`src/rtl/msx_bus_slave_arbiter_if.sv`:
```
// Signal bundle between the filtered MSX cartridge bus, the cycle arbiter and
// its internal slave ports.
interface msx_bus_slave_arbiter_if #(
  parameter int NUM_SLAVES = 4
);
  // Bus side (registered cartridge signals)
  logic [15:0]             ADDR;
  logic [7:0]              DIN;
  logic                    SLTSL_n;
  logic                    MERQ_n;
  logic                    IORQ_n;
  logic                    RD_n;
  logic                    WR_n;
  logic                    RFSH_n;
  logic [7:0]              DOUT;
  logic                    BUSDIR_n;
  logic                    WAIT_n;

  // Slave side. slv_rd_stb / slv_wr_stb are one-cycle request pulses to the
  // slave in slv_grant; that slave completes the access by raising slv_ready,
  // which counts from the strobe cycle on and only until the first completion.
  logic [NUM_SLAVES-1:0]   slv_hit;
  logic [8*NUM_SLAVES-1:0] slv_rdata;
  logic [NUM_SLAVES-1:0]   slv_ready;
  logic [NUM_SLAVES-1:0]   slv_grant;
  logic                    slv_rd_stb;
  logic                    slv_wr_stb;
  logic [15:0]             slv_addr;
  logic [7:0]              slv_wdata;
  logic                    slv_io;
  logic                    timeout_err;
  logic [2:0]              dbg_state;

  modport slave (
    input  ADDR, DIN, SLTSL_n, MERQ_n, IORQ_n, RD_n, WR_n, RFSH_n,
    input  slv_hit, slv_rdata, slv_ready,
    output slv_grant, slv_rd_stb, slv_wr_stb, slv_addr, slv_wdata, slv_io,
    output DOUT, BUSDIR_n, WAIT_n, timeout_err, dbg_state
  );

  modport master (
    output ADDR, DIN, SLTSL_n, MERQ_n, IORQ_n, RD_n, WR_n, RFSH_n,
    output slv_hit, slv_rdata, slv_ready,
    input  slv_grant, slv_rd_stb, slv_wr_stb, slv_addr, slv_wdata, slv_io,
    input  DOUT, BUSDIR_n, WAIT_n, timeout_err, dbg_state
  );
endinterface

```
`src/rtl/msx_bus_slave_arbiter.sv`:
```
// MSX bus-cycle controller: qualifies memory/IO cycles, grants them to one
// internal slave, and sequences WAIT_n and data-bus ownership.
module msx_bus_slave_arbiter #(
  parameter int NUM_SLAVES    = 4,
  parameter int STABLE_CYCLES = 2,
  parameter int WAIT_TIMEOUT  = 255
) (
  input logic                    CLK,
  input logic                    RESET_n,
  msx_bus_slave_arbiter_if.slave bus
);
  typedef enum logic [2:0] {
    IDLE    = 3'd0,
    ARB     = 3'd1,
    ACCESS  = 3'd2,
    DRIVE   = 3'd3,
    RELEASE = 3'd4
  } state_t;

  localparam logic [3:0]  STAB_LAST = 4'(STABLE_CYCLES - 1);
  localparam logic [15:0] TMO_LAST  = 16'(WAIT_TIMEOUT - 1);

  state_t                state_q, state_d;
  logic [3:0]            stab_q, stab_d;
  logic [15:0]           tmo_q, tmo_d;
  logic                  rd_q, rd_d;
  logic [NUM_SLAVES-1:0] grant_q, grant_d;
  logic                  rd_stb_q, rd_stb_d;
  logic                  wr_stb_q, wr_stb_d;
  logic [15:0]           addr_q, addr_d;
  logic [7:0]            wdata_q, wdata_d;
  logic                  io_q, io_d;
  logic [7:0]            dout_q, dout_d;
  logic                  busdir_n_q, busdir_n_d;
  logic                  wait_n_q, wait_n_d;
  logic                  tmo_err_q, tmo_err_d;

  logic                  xfer, mem_cyc, io_cyc, start, ready;
  logic [NUM_SLAVES-1:0] first_hit;
  logic [7:0]            rdata;

  // Exactly one of RD_n/WR_n low; overlapping MERQ_n/IORQ_n never qualifies.
  assign xfer    = !bus.RD_n ^ !bus.WR_n;
  assign mem_cyc = !bus.SLTSL_n & !bus.MERQ_n & bus.IORQ_n & bus.RFSH_n & xfer;
  assign io_cyc  = !bus.IORQ_n & bus.MERQ_n & xfer;
  assign start   = mem_cyc | io_cyc;
  assign ready   = |(bus.slv_ready & grant_q);

  always_comb begin
    first_hit = '0;
    for (int i = NUM_SLAVES - 1; i >= 0; i--) begin
      if (bus.slv_hit[i]) begin
        first_hit    = '0;
        first_hit[i] = 1'b1;
      end
    end
  end

  always_comb begin
    rdata = 8'h00;
    for (int i = 0; i < NUM_SLAVES; i++) begin
      if (grant_q[i]) rdata = rdata | bus.slv_rdata[8*i +: 8];
    end
  end

  always_comb begin
    state_d    = state_q;
    stab_d     = stab_q;
    tmo_d      = tmo_q;
    rd_d       = rd_q;
    grant_d    = grant_q;
    rd_stb_d   = 1'b0;
    wr_stb_d   = 1'b0;
    addr_d     = addr_q;
    wdata_d    = wdata_q;
    io_d       = io_q;
    dout_d     = dout_q;
    busdir_n_d = busdir_n_q;
    wait_n_d   = wait_n_q;
    tmo_err_d  = 1'b0;

    unique case (state_q)
      IDLE: begin
        if (!start) begin
          stab_d = 4'd0;
        end else if (stab_q == STAB_LAST) begin
          stab_d  = 4'd0;
          state_d = ARB;
          addr_d  = bus.ADDR;
          wdata_d = bus.DIN;
          io_d    = io_cyc;
          rd_d    = !bus.RD_n;
        end else begin
          stab_d = stab_q + 4'd1;
        end
      end
      ARB: begin
        grant_d = first_hit;
        if (|bus.slv_hit) begin
          state_d  = ACCESS;
          rd_stb_d = rd_q;
          wr_stb_d = !rd_q;
          wait_n_d = 1'b0;
          tmo_d    = 16'd0;
        end else begin
          state_d = RELEASE;
        end
      end
      ACCESS: begin
        tmo_d = tmo_q + 16'd1;
        // A read that times out still owns the bus and returns 8'hFF.
        if (ready || tmo_q == TMO_LAST) begin
          tmo_err_d = !ready;
          wait_n_d  = 1'b1;
          tmo_d     = 16'd0;
          if (rd_q) begin
            dout_d     = ready ? rdata : 8'hFF;
            busdir_n_d = 1'b0;
            state_d    = DRIVE;
          end else begin
            state_d = RELEASE;
          end
        end
      end
      DRIVE: begin
        if (!bus.RD_n) begin
          stab_d = 4'd0;
        end else if (stab_q == STAB_LAST) begin
          stab_d     = 4'd0;
          busdir_n_d = 1'b1;
          dout_d     = 8'hFF;
          grant_d    = '0;
          state_d    = IDLE;
        end else begin
          stab_d = stab_q + 4'd1;
        end
      end
      RELEASE: begin
        if (!(bus.RD_n && bus.WR_n)) begin
          stab_d = 4'd0;
        end else if (stab_q == STAB_LAST) begin
          stab_d  = 4'd0;
          grant_d = '0;
          state_d = IDLE;
        end else begin
          stab_d = stab_q + 4'd1;
        end
      end
      default: state_d = IDLE;
    endcase
  end

  always_ff @(posedge CLK or negedge RESET_n) begin
    if (!RESET_n) begin
      state_q    <= IDLE;
      stab_q     <= 4'd0;
      tmo_q      <= 16'd0;
      rd_q       <= 1'b0;
      grant_q    <= '0;
      rd_stb_q   <= 1'b0;
      wr_stb_q   <= 1'b0;
      addr_q     <= 16'h0000;
      wdata_q    <= 8'h00;
      io_q       <= 1'b0;
      dout_q     <= 8'hFF;
      busdir_n_q <= 1'b1;
      wait_n_q   <= 1'b1;
      tmo_err_q  <= 1'b0;
    end else begin
      state_q    <= state_d;
      stab_q     <= stab_d;
      tmo_q      <= tmo_d;
      rd_q       <= rd_d;
      grant_q    <= grant_d;
      rd_stb_q   <= rd_stb_d;
      wr_stb_q   <= wr_stb_d;
      addr_q     <= addr_d;
      wdata_q    <= wdata_d;
      io_q       <= io_d;
      dout_q     <= dout_d;
      busdir_n_q <= busdir_n_d;
      wait_n_q   <= wait_n_d;
      tmo_err_q  <= tmo_err_d;
    end
  end

  assign bus.slv_grant   = grant_q;
  assign bus.slv_rd_stb  = rd_stb_q;
  assign bus.slv_wr_stb  = wr_stb_q;
  assign bus.slv_addr    = addr_q;
  assign bus.slv_wdata   = wdata_q;
  assign bus.slv_io      = io_q;
  assign bus.DOUT        = dout_q;
  assign bus.BUSDIR_n    = busdir_n_q;
  assign bus.WAIT_n      = wait_n_q;
  assign bus.timeout_err = tmo_err_q;
  assign bus.dbg_state   = state_q;
endmodule

```
`src/flat_wrapper.sv`:
```
// flat-port wrapper written by rule: the top's interface ports become plain ports
module msx_bus_slave_arbiter_flat 
#(
  parameter int NUM_SLAVES    = 4,
  parameter int STABLE_CYCLES = 2,
  parameter int WAIT_TIMEOUT  = 255
)
  (CLK, RESET_n, bus_ADDR, bus_DIN, bus_SLTSL_n, bus_MERQ_n, bus_IORQ_n, bus_RD_n, bus_WR_n, bus_RFSH_n, bus_slv_hit, bus_slv_rdata, bus_slv_ready, bus_slv_grant, bus_slv_rd_stb, bus_slv_wr_stb, bus_slv_addr, bus_slv_wdata, bus_slv_io, bus_DOUT, bus_BUSDIR_n, bus_WAIT_n, bus_timeout_err, bus_dbg_state);
  msx_bus_slave_arbiter_if #(.NUM_SLAVES(NUM_SLAVES)) bus_i ();
  input logic CLK;
  input logic RESET_n;
  input wire logic [$bits(bus_i.ADDR)-1:0] bus_ADDR;
  input wire logic [$bits(bus_i.DIN)-1:0] bus_DIN;
  input wire logic [$bits(bus_i.SLTSL_n)-1:0] bus_SLTSL_n;
  input wire logic [$bits(bus_i.MERQ_n)-1:0] bus_MERQ_n;
  input wire logic [$bits(bus_i.IORQ_n)-1:0] bus_IORQ_n;
  input wire logic [$bits(bus_i.RD_n)-1:0] bus_RD_n;
  input wire logic [$bits(bus_i.WR_n)-1:0] bus_WR_n;
  input wire logic [$bits(bus_i.RFSH_n)-1:0] bus_RFSH_n;
  input wire logic [$bits(bus_i.slv_hit)-1:0] bus_slv_hit;
  input wire logic [$bits(bus_i.slv_rdata)-1:0] bus_slv_rdata;
  input wire logic [$bits(bus_i.slv_ready)-1:0] bus_slv_ready;
  output wire logic [$bits(bus_i.slv_grant)-1:0] bus_slv_grant;
  output wire logic [$bits(bus_i.slv_rd_stb)-1:0] bus_slv_rd_stb;
  output wire logic [$bits(bus_i.slv_wr_stb)-1:0] bus_slv_wr_stb;
  output wire logic [$bits(bus_i.slv_addr)-1:0] bus_slv_addr;
  output wire logic [$bits(bus_i.slv_wdata)-1:0] bus_slv_wdata;
  output wire logic [$bits(bus_i.slv_io)-1:0] bus_slv_io;
  output wire logic [$bits(bus_i.DOUT)-1:0] bus_DOUT;
  output wire logic [$bits(bus_i.BUSDIR_n)-1:0] bus_BUSDIR_n;
  output wire logic [$bits(bus_i.WAIT_n)-1:0] bus_WAIT_n;
  output wire logic [$bits(bus_i.timeout_err)-1:0] bus_timeout_err;
  output wire logic [$bits(bus_i.dbg_state)-1:0] bus_dbg_state;
  assign bus_i.ADDR = bus_ADDR;
  assign bus_i.DIN = bus_DIN;
  assign bus_i.SLTSL_n = bus_SLTSL_n;
  assign bus_i.MERQ_n = bus_MERQ_n;
  assign bus_i.IORQ_n = bus_IORQ_n;
  assign bus_i.RD_n = bus_RD_n;
  assign bus_i.WR_n = bus_WR_n;
  assign bus_i.RFSH_n = bus_RFSH_n;
  assign bus_i.slv_hit = bus_slv_hit;
  assign bus_i.slv_rdata = bus_slv_rdata;
  assign bus_i.slv_ready = bus_slv_ready;
  assign bus_slv_grant = bus_i.slv_grant;
  assign bus_slv_rd_stb = bus_i.slv_rd_stb;
  assign bus_slv_wr_stb = bus_i.slv_wr_stb;
  assign bus_slv_addr = bus_i.slv_addr;
  assign bus_slv_wdata = bus_i.slv_wdata;
  assign bus_slv_io = bus_i.slv_io;
  assign bus_DOUT = bus_i.DOUT;
  assign bus_BUSDIR_n = bus_i.BUSDIR_n;
  assign bus_WAIT_n = bus_i.WAIT_n;
  assign bus_timeout_err = bus_i.timeout_err;
  assign bus_dbg_state = bus_i.dbg_state;
  msx_bus_slave_arbiter #(.NUM_SLAVES(NUM_SLAVES), .STABLE_CYCLES(STABLE_CYCLES), .WAIT_TIMEOUT(WAIT_TIMEOUT)) u_core (.CLK(CLK), .RESET_n(RESET_n), .bus(bus_i));
endmodule
```
`config.mk`:
```
export PLATFORM = sky130hd
export DESIGN_NAME = msx_bus_slave_arbiter_flat
export DESIGN_NICKNAME = d
export VERILOG_FILES = /design/src/rtl/msx_bus_slave_arbiter_if.sv /design/src/rtl/msx_bus_slave_arbiter.sv /design/src/flat_wrapper.sv
export SDC_FILE = /design/constraint.sdc
export NUM_CORES = 1
export LEC_CHECK = 0
export BUFFER_PORTS_ARGS = -buffer_cell sky130_fd_sc_hd__buf_2
export CAP_MARGIN = 20
export CELL_PAD_IN_SITES_DETAIL_PLACEMENT = 0
export CELL_PAD_IN_SITES_GLOBAL_PLACEMENT = 2
export CORE_AREA = 2 2 108 110
export CTS_BUF_LIST = sky130_fd_sc_hd__clkbuf_2 sky130_fd_sc_hd__clkbuf_4 sky130_fd_sc_hd__clkbuf_8
export CTS_CLUSTER_SIZE = 14
export DETAILED_ROUTE_END_ITERATION = 12
export DIE_AREA = 0 0 110 112
export GPL_ROUTABILITY_DRIVEN = 1
export PLACE_DENSITY_LB_ADDON = 0.1
export SKIP_LAST_GASP = 1
export SYNTH_ARGS = -nofsm -noshare
export SYNTH_HDL_FRONTEND = slang
export SYNTH_SLANG_ARGS = --single-unit
```
`constraint.sdc`:
```
create_clock -name CLK -period 2.44 [get_ports CLK]
set_clock_uncertainty 0.1 [all_clocks]
set_input_delay 0.488 -clock CLK [delete_from_list [all_inputs] [get_ports CLK]]
set_output_delay 0.488 -clock CLK [all_outputs]
set_load 0.01 [all_outputs]
```
==> results.sh, run 1 <==
export IMPL_status="completed"
export IMPL_rsz0062_at_grt="false"
export IMPL_initial_core_util=0.3025
export IMPL_cts_tree="built"
export IMPL_nets=539
export IMPL_r2r_start="u_core.tmo_q[8]"
export IMPL_multi_input_area_um2=1590
export IMPL_synth_edf_count=0
export IMPL_die_area_um2=12320
export IMPL_via_per_inst=4.889
export IMPL_critPathKind="reg2reg"
export IMPL_drv_slew=0
export IMPL_rr_worst_depth=6
export IMPL_required_ps=2560
export IMPL_hold_class="in2async"
export IMPL_die_h_um=112
export IMPL_vias=2982
export IMPL_slew_headroom=0.6525
export IMPL_clk_latency_ps=350
export IMPL_syn_area_um2=3381
export IMPL_final_cells=610
export IMPL_r2r_end="u_core.bus.dbg_state[1]"
export IMPL_fin_setup_tns_ps=0
export IMPL_clock_fmax_ghz=0.4468
export IMPL_ant_nets=0
export IMPL_grt_usage=0.1552
export IMPL_setup_viol=0
export IMPL_syn_inst=332
export IMPL_wl_per_cell_um=15.00
export IMPL_critPathArrivalTime_ps=2360
export IMPL_dr_pass1_iters=4
export IMPL_antenna_found_initial=0
export IMPL_synth_top_cell_area_share=0.4145
export IMPL_rows=39
export IMPL_synthesis_nets=409
export IMPL_startpoint="u_core.tmo_q[8]"
export IMPL_grt_max_degree=67
export IMPL_powerDensity_nw_per_um2=937.3
export IMPL_yosys_cell_types_count=53
export IMPL_post_cts_buffers=0
export IMPL_cap_violations=0
export IMPL_dr_first_iter_drc_count=122
export IMPL_ys_ff_latch=66
export IMPL_ys_async_sr_fraction=1.000
export IMPL_root_buffer="clkbuf_8"
export IMPL_place_congestion=0.7462
export IMPL_setup_reg_to_reg_worst_slack_ps=200
export IMPL_endpoint="u_core.bus.dbg_state[1]"
export IMPL_start_kind="flip-flop"
export IMPL_yosysSeqAreaShare=0.4922
export IMPL_dp_hpwl_mm=6.696
export IMPL_syn_area_per_cell_um2=10.18
export IMPL_p_leak_nw=2.148
export IMPL_antenna_cells=0
export IMPL_seqCellArea_um2=1664
export IMPL_fillers=1153
export IMPL_worst_slew_pin_slew_ps=521.3
export IMPL_cts_hold_buffers=0
export IMPL_synth_common_cells="dfrtp_1, nand2_1, mux2_2, nor2_1, o21ai_0"
export IMPL_min_period_ps=2238
export IMPL_overflow=0
export IMPL_area_growth_pct=31.13
export IMPL_grt_pass1_vias=2964
export IMPL_grt_first_pass_wirelength_mm=14.93
export IMPL_fp_dieW_um=110
export IMPL_yosysMostFrequentCell="dfrtp_1"
export IMPL_cts_sinks=66
export IMPL_worst_setup_path_end_kind="flip-flop"
export IMPL_port_buffers=116
export IMPL_critPathMaxFanout=12
export IMPL_num_io_pins=117
export IMPL_htreeDepth=3
export IMPL_fin_crit_sh=0.9172
export IMPL_cts_resized=0
export IMPL_cts_inserted_buffers=9
export IMPL_post_synth_main_area_contributors="dfrtp_1, mux2_2, dfstp_2, nand2_1, a22oi_1"
export IMPL_place_inst=594
export IMPL_wl_mm=9.152
export IMPL_synth_area_leader_cell="dfrtp_1"
export IMPL_clkSlewWorstSetupHoldPaths_ps=80
export IMPL_finalHoldViolations=0
export IMPL_cts_buffer_depth=2
export IMPL_synth_ff_type="dfrtp_1"
export IMPL_drive_gt1_frac=0.4197
export IMPL_drc=0
export IMPL_peakVddDrop_mv=0.5113
export IMPL_yosysWarnings=0
export IMPL_core_um2=11170
-- cell usage in the layout, fill, tap and decap left out, drive strengths merged, types with 3 or more instances in the layout --
master and n:
a21oi 15, a22oi 18, a31oi 10, and2 5, and3 3, buf 133
clkbuf 9, dfrtp 56, dfstp 10, ha 5, inv 13, mux2 28
mux2i 3, nand2 38, nand2b 3, nand3 10, nand4 5, nor2 30
nor2b 5, nor3 5, nor4 3, o211ai 4, o21ai 20, o31a 3
or3 4
-- worst max-delay path, cell delays in order, from the launching register on --
cell     delay, ps
dfrtp_1        450
or4_4          550
nor4_4         350
nor2_1         190
buf_4          220
o21ai_0        160
o21ai_0        110
-- power breakdown --
group	internal (W)	leakage [nW]	total, W	switching [W]
Clock	0.000584	0.106	0.00105	0.000470
Sequential	0.00144	0.852	0.00164	0.000195
Combinational	0.000681	1.19	0.00146	0.000780
Total	0.00271	2.15	0.00416	0.00145
-- sequential cells by signal (all words and copies together) (netlist names) --
signal                  flops
u_core.bus.slv_addr        16
u_core.tmo_q               16
u_core.bus.DOUT             8
u_core.bus.slv_wdata        8
u_core.bus.slv_grant        4
u_core.stab_q               4
u_core.bus.dbg_state        3
u_core.bus.BUSDIR_n         1
u_core.bus.WAIT_n           1
u_core.bus.slv_io           1
u_core.bus.slv_rd_stb       1
u_core.bus.slv_wr_stb       1
u_core.bus.timeout_err      1
u_core.rd_q                 1
-- kinds of logic after synthesis --
logic type / share of synthesized area
AND/OR/NAND/NOR: 0.1858
AO/OA/AOI/OAI: 0.1614
flip-flops: 0.4922
multiplexers: 0.1021
buffers and inverters: 0.03738
adder cells (fa/ha/maj): 0.01850
XOR/XNOR: 0.002591
-- layout make-up --
cell class	count	share of cell area
multi-input combinational	241	0.3587
timing repair buffer	133	0.1654
clock buffer	9	0.02794
inverter	11	0.009314
tap	143	0.04036
sequential	66	0.3754
clock inverter	7	0.02286
-- metrics by stage --
step | hold WS, ps | area [um^2] | power [W] | setup slack [ps] | utilization
floorplan | 92.41 | 3381 | 0.002519 | 324.9 | -
global placement | 363.4 | 4208 | 0.003134 | 241.9 | 0.3766
detailed placement | 379.4 | 4208 | 0.003151 | 221.2 | 0.3766
CTS | 58.77 | 4433 | 0.004234 | 205.8 | 0.3967
global route | 68.31 | 4433 | 0.004465 | 49.70 | 0.3967
finish | 47.36 | 4433 | 0.004155 | 202.0 | 0.3967
-- worst min-delay path by stage --
stage,startpoint,end,slack [ps],cells after the start
after floorplan,RESET_n,u_core.bus.dbg_state[0],90,0
after global placement,u_core.bus.slv_io,u_core.bus.slv_io,360,2
after detailed placement,u_core.bus.WAIT_n,u_core.bus.WAIT_n,380,2
after CTS,RESET_n,u_core.tmo_q[10],60,2
after global routing,RESET_n,u_core.bus.slv_wdata[2],70,2
final,RESET_n,u_core.bus.slv_wdata[2],50,2
-- layer usage --
metal | GRT usage | vias to the layer above | share of wire
met4 | 0.03797 | 0 | 0.0098
met2 | 0.2626 | 69 | 0.49
met3 | 0.03806 | 8 | 0.048
met5 | 0 | - | 0
li1 | - | 1466 | -
met1 | 0.1970 | 1439 | 0.45
Note: power is estimated with default switching activity, not from simulation.
==> run 2, diff against run 1 <==
--- a/config.mk
+++ b/config.mk
@@ -5,17 +5,19 @@
 export SDC_FILE = /design/constraint.sdc
 export NUM_CORES = 1
 export LEC_CHECK = 0
+export ABC_AREA = 1
 export BUFFER_PORTS_ARGS = -buffer_cell sky130_fd_sc_hd__buf_2
 export CAP_MARGIN = 20
 export CELL_PAD_IN_SITES_DETAIL_PLACEMENT = 0
 export CELL_PAD_IN_SITES_GLOBAL_PLACEMENT = 2
-export CORE_AREA = 2 2 108 110
+export CORE_AREA = 2 2 116 118
 export CTS_BUF_LIST = sky130_fd_sc_hd__clkbuf_2 sky130_fd_sc_hd__clkbuf_4 sky130_fd_sc_hd__clkbuf_8
 export CTS_CLUSTER_SIZE = 14
 export DETAILED_ROUTE_END_ITERATION = 12
-export DIE_AREA = 0 0 110 112
+export DIE_AREA = 0 0 118 120
 export GPL_ROUTABILITY_DRIVEN = 1
 export PLACE_DENSITY_LB_ADDON = 0.1
+export RECOVER_POWER = 25
 export SKIP_LAST_GASP = 1
 export SYNTH_ARGS = -nofsm -noshare
 export SYNTH_HDL_FRONTEND = slang
==> run 2 against run 1 <==
Against the previous run: synthesized cell count is 47% higher; cell count is 30% higher; non-clock buffer count is 9 lower; routed wire length is 8.7% higher; register-to-register slack better by 390 ps; global-route usage is 0.33 points lower; sequential share of layout area is 1.5 points lower; combinational power is 42% higher; cell area is 4.2% higher; clock power is 19% lower; first-iteration DRC count is 31% higher; via count is 16% higher.
==> results.sh, run 2 <==
export IMPL_drive_gt1_frac=0.2752
export IMPL_synth_common_cells="nand2_1, dfrtp_1, inv_1, nor2_1, o21ai_0"
export IMPL_clkSlewWorstSetupHoldPaths_ps=80
export IMPL_fillers=1430
export IMPL_dp_hpwl_mm=7.347
export IMPL_status="completed"
export IMPL_synth_area_leader_cell="dfrtp_1"
export IMPL_post_synth_main_area_contributors="dfrtp_1, nand2_1, dfstp_2, inv_1, o21ai_0"
export IMPL_detailroute_wirelength_met2_mm=4.494
export IMPL_place_congestion=0.7230
export IMPL_synth_top_cell_area_share=0.3842
export IMPL_required_ps=2810
export IMPL_clock_fmax_ghz=0.5323
export IMPL_cts_buffer_depth=2
export IMPL_core_um2=12980
export IMPL_port_buffers=116
export IMPL_clk_latency_ps=370
export IMPL_cts_sinks=66
export IMPL_overflow=0
export IMPL_fin_setup_tns_ps=0
export IMPL_yosysMostFrequentCell="nand2_1"
export IMPL_syn_area_um2=3647
export IMPL_cts_inserted_buffers=9
export IMPL_grt_max_degree=53
export IMPL_vias=3446
export IMPL_dr_pass1_iters=4
export IMPL_r2r_start="u_core.tmo_q[0]"
export IMPL_ant_nets=0
export IMPL_initial_core_util=0.2810
export IMPL_drc=0
export IMPL_die_h_um=120
export IMPL_p_leak_nw=2.504
export IMPL_wl_mm=9.947
export IMPL_antenna_found_initial=0
export IMPL_critPathMaxFanout=50
export IMPL_synth_ff_type="dfrtp_1"
export IMPL_m1WireLength_mm=4.707
export IMPL_grt_pass1_vias=3515
export IMPL_syn_area_per_cell_um2=7.459
export IMPL_hold_ws_ps=257.0
export IMPL_worst_slew_pin_slew_ps=1175
export IMPL_hold_class="in2reg"
export IMPL_ys_async_sr_fraction=1.000
export IMPL_rows=42
export IMPL_post_place_ws_ps=531.3
export IMPL_grt_usage=0.1519
export IMPL_worstPathCellList="dlygate4sd3_1 > clkbuf_1 > buf_12"
export IMPL_slowest_stage="clkbuf_1"
export IMPL_slew_headroom=0.2164
export IMPL_via_per_inst=4.362
export IMPL_grt_first_pass_wirelength_mm=17.02
export IMPL_htreeDepth=3
export IMPL_nets=686
export IMPL_synthesis_nets=566
export IMPL_worst_slack_ps=561.3
export IMPL_start_kind="primary input"
export IMPL_setup_reg_to_reg_worst_slack_ps=590
export IMPL_antenna_cells=0
export IMPL_cts_tree="built"
export IMPL_ys_ff_latch=66
export IMPL_fp_dieW_um=118
export IMPL_wl_per_cell_um=12.59
export IMPL_finalHoldViolations=0
export IMPL_post_cts_buffers=0
export IMPL_min_from="bus_DIN[4]"
export IMPL_fin_crit_sh=0.7699
export IMPL_synth_edf_count=0
export IMPL_setup_viol=0
export IMPL_cap_violations=0
export IMPL_startpoint="RESET_n"
export IMPL_root_buffer="clkbuf_8"
export IMPL_dr_first_iter_drc_count=160
export IMPL_yosys_cell_types_count=32
export IMPL_syn_inst=489
export IMPL_worst_setup_path_end_kind="async pin"
export IMPL_final_common_cell="nand2_1"
export IMPL_yosysSeqAreaShare=0.4563
export IMPL_powerDensity_nw_per_um2=1022
export IMPL_peakVddDrop_mv=0.3351
export IMPL_slowest_delay_ps=860
export IMPL_drv_slew=0
export IMPL_routed_top_layer="met4"
export IMPL_area_growth_pct=26.66
export IMPL_die_area_um2=14160
export IMPL_met3_length_um=558
export IMPL_critPathKind="in2async"
export IMPL_critPathArrivalTime_ps=2250
export IMPL_rsz0062_at_grt="false"
export IMPL_min_period_ps=1879
export IMPL_final_cell_mix="nand2_1, buf_2, dfrtp_1, inv_1, nor2_1"
export IMPL_yosysWarnings=0
export IMPL_num_io_pins=117
-- run 2: changes by cell type in the layout (fill, tap and decap cells not counted), sizes merged, moves of 6 or more --
cell | previous run | this run
a21oi | 15 | 8
a22oi | 18 | 0
a31oi | 10 | 0
buf | 133 | 122
inv | 13 | 58
mux2 | 28 | 0
nand2 | 38 | 172
nand3 | 10 | 31
nand4 | 5 | 13
nor2 | 30 | 47
nor3b | 1 | 7
o21ai | 20 | 48
-- run 2: what timing repair did --
item,4_1_cts,5_1_grt
endpoints found under the hold margin,13,0
gates resized for setup,0,0
hold buffers,1,0
-- run 2: path summary, 6_finish.rpt --
path / to / depth (start not counted)
worst max-delay path: u_core.bus.DOUT[4] / 3
min in group asynchronous: u_core.bus.dbg_state[0] / 2
max in group CLK: u_core.tmo_q[9] / 11
worst min-delay path: u_core.bus.slv_wdata[4] / 3
worst max register to register: u_core.tmo_q[9] / 11
worst min register to register: u_core.bus.BUSDIR_n / 2
-- run 2: logic make-up (layout without fill, tap and decap cells) --
logic type | count (synthesis) | count (layout) | synth area share
AO/OA/AOI/OAI | 60 | 60 | 0.09674
XOR/XNOR | 5 | 5 | 0.01201
multiplexers | 1 | 1 | 0.002745
flip-flops | 66 | 66 | 0.4563
AND/OR/NAND/NOR | 279 | 279 | 0.3307
buffers and inverters | 73 | 198 | 0.08439
adder cells (fa/ha/maj) | 5 | 5 | 0.01715
-- run 2: area by class of cell --
class,instances,area (um^2),share of cell area
clock buffer,10,131.4,0.02844
clock inverter,6,42.54,0.009209
inverter,58,219.0,0.04740
multi-input combinational,350,1675,0.3627
sequential,66,1664,0.3602
tap,176,220.2,0.04767
timing repair buffer,124,666.9,0.1444
-- run 2: per-layer routing --
layer | global-route usage | up-vias
li1 | - | 1792
met1 | 0.1938 | 1550
met2 | 0.2402 | 90
met3 | 0.04040 | 14
met4 | 0.07078 | 0
met5 | 0 | -
-- run 2: report_power, final --
part | switching [W] | leakage (nW) | internal (W) | total [W]
Combinational | 0.00129 | 1.56 | 0.000789 | 0.00208
Sequential | 0.000293 | 0.858 | 0.00150 | 0.00179
Clock | 0.000469 | 0.0861 | 0.000381 | 0.000850
-- run 2: stage by stage --
stage	utilization	std cells	area [um^2]	power, W
3_3_place_gp	0.3418	773	4437	0.003937
4_1_cts	0.3560	790	4621	0.004830
2_1_floorplan	-	489	3647	0.003139
5_1_grt	0.3559	790	4619	0.005195
3_5_place_dp	0.3418	773	4437	0.003939
6_report	0.3559	790	4619	0.004719
-- run 2: worst max-delay path, delay by kind of cell --
family,cells,cell delay [ps]
buffers and inverters,3,1750
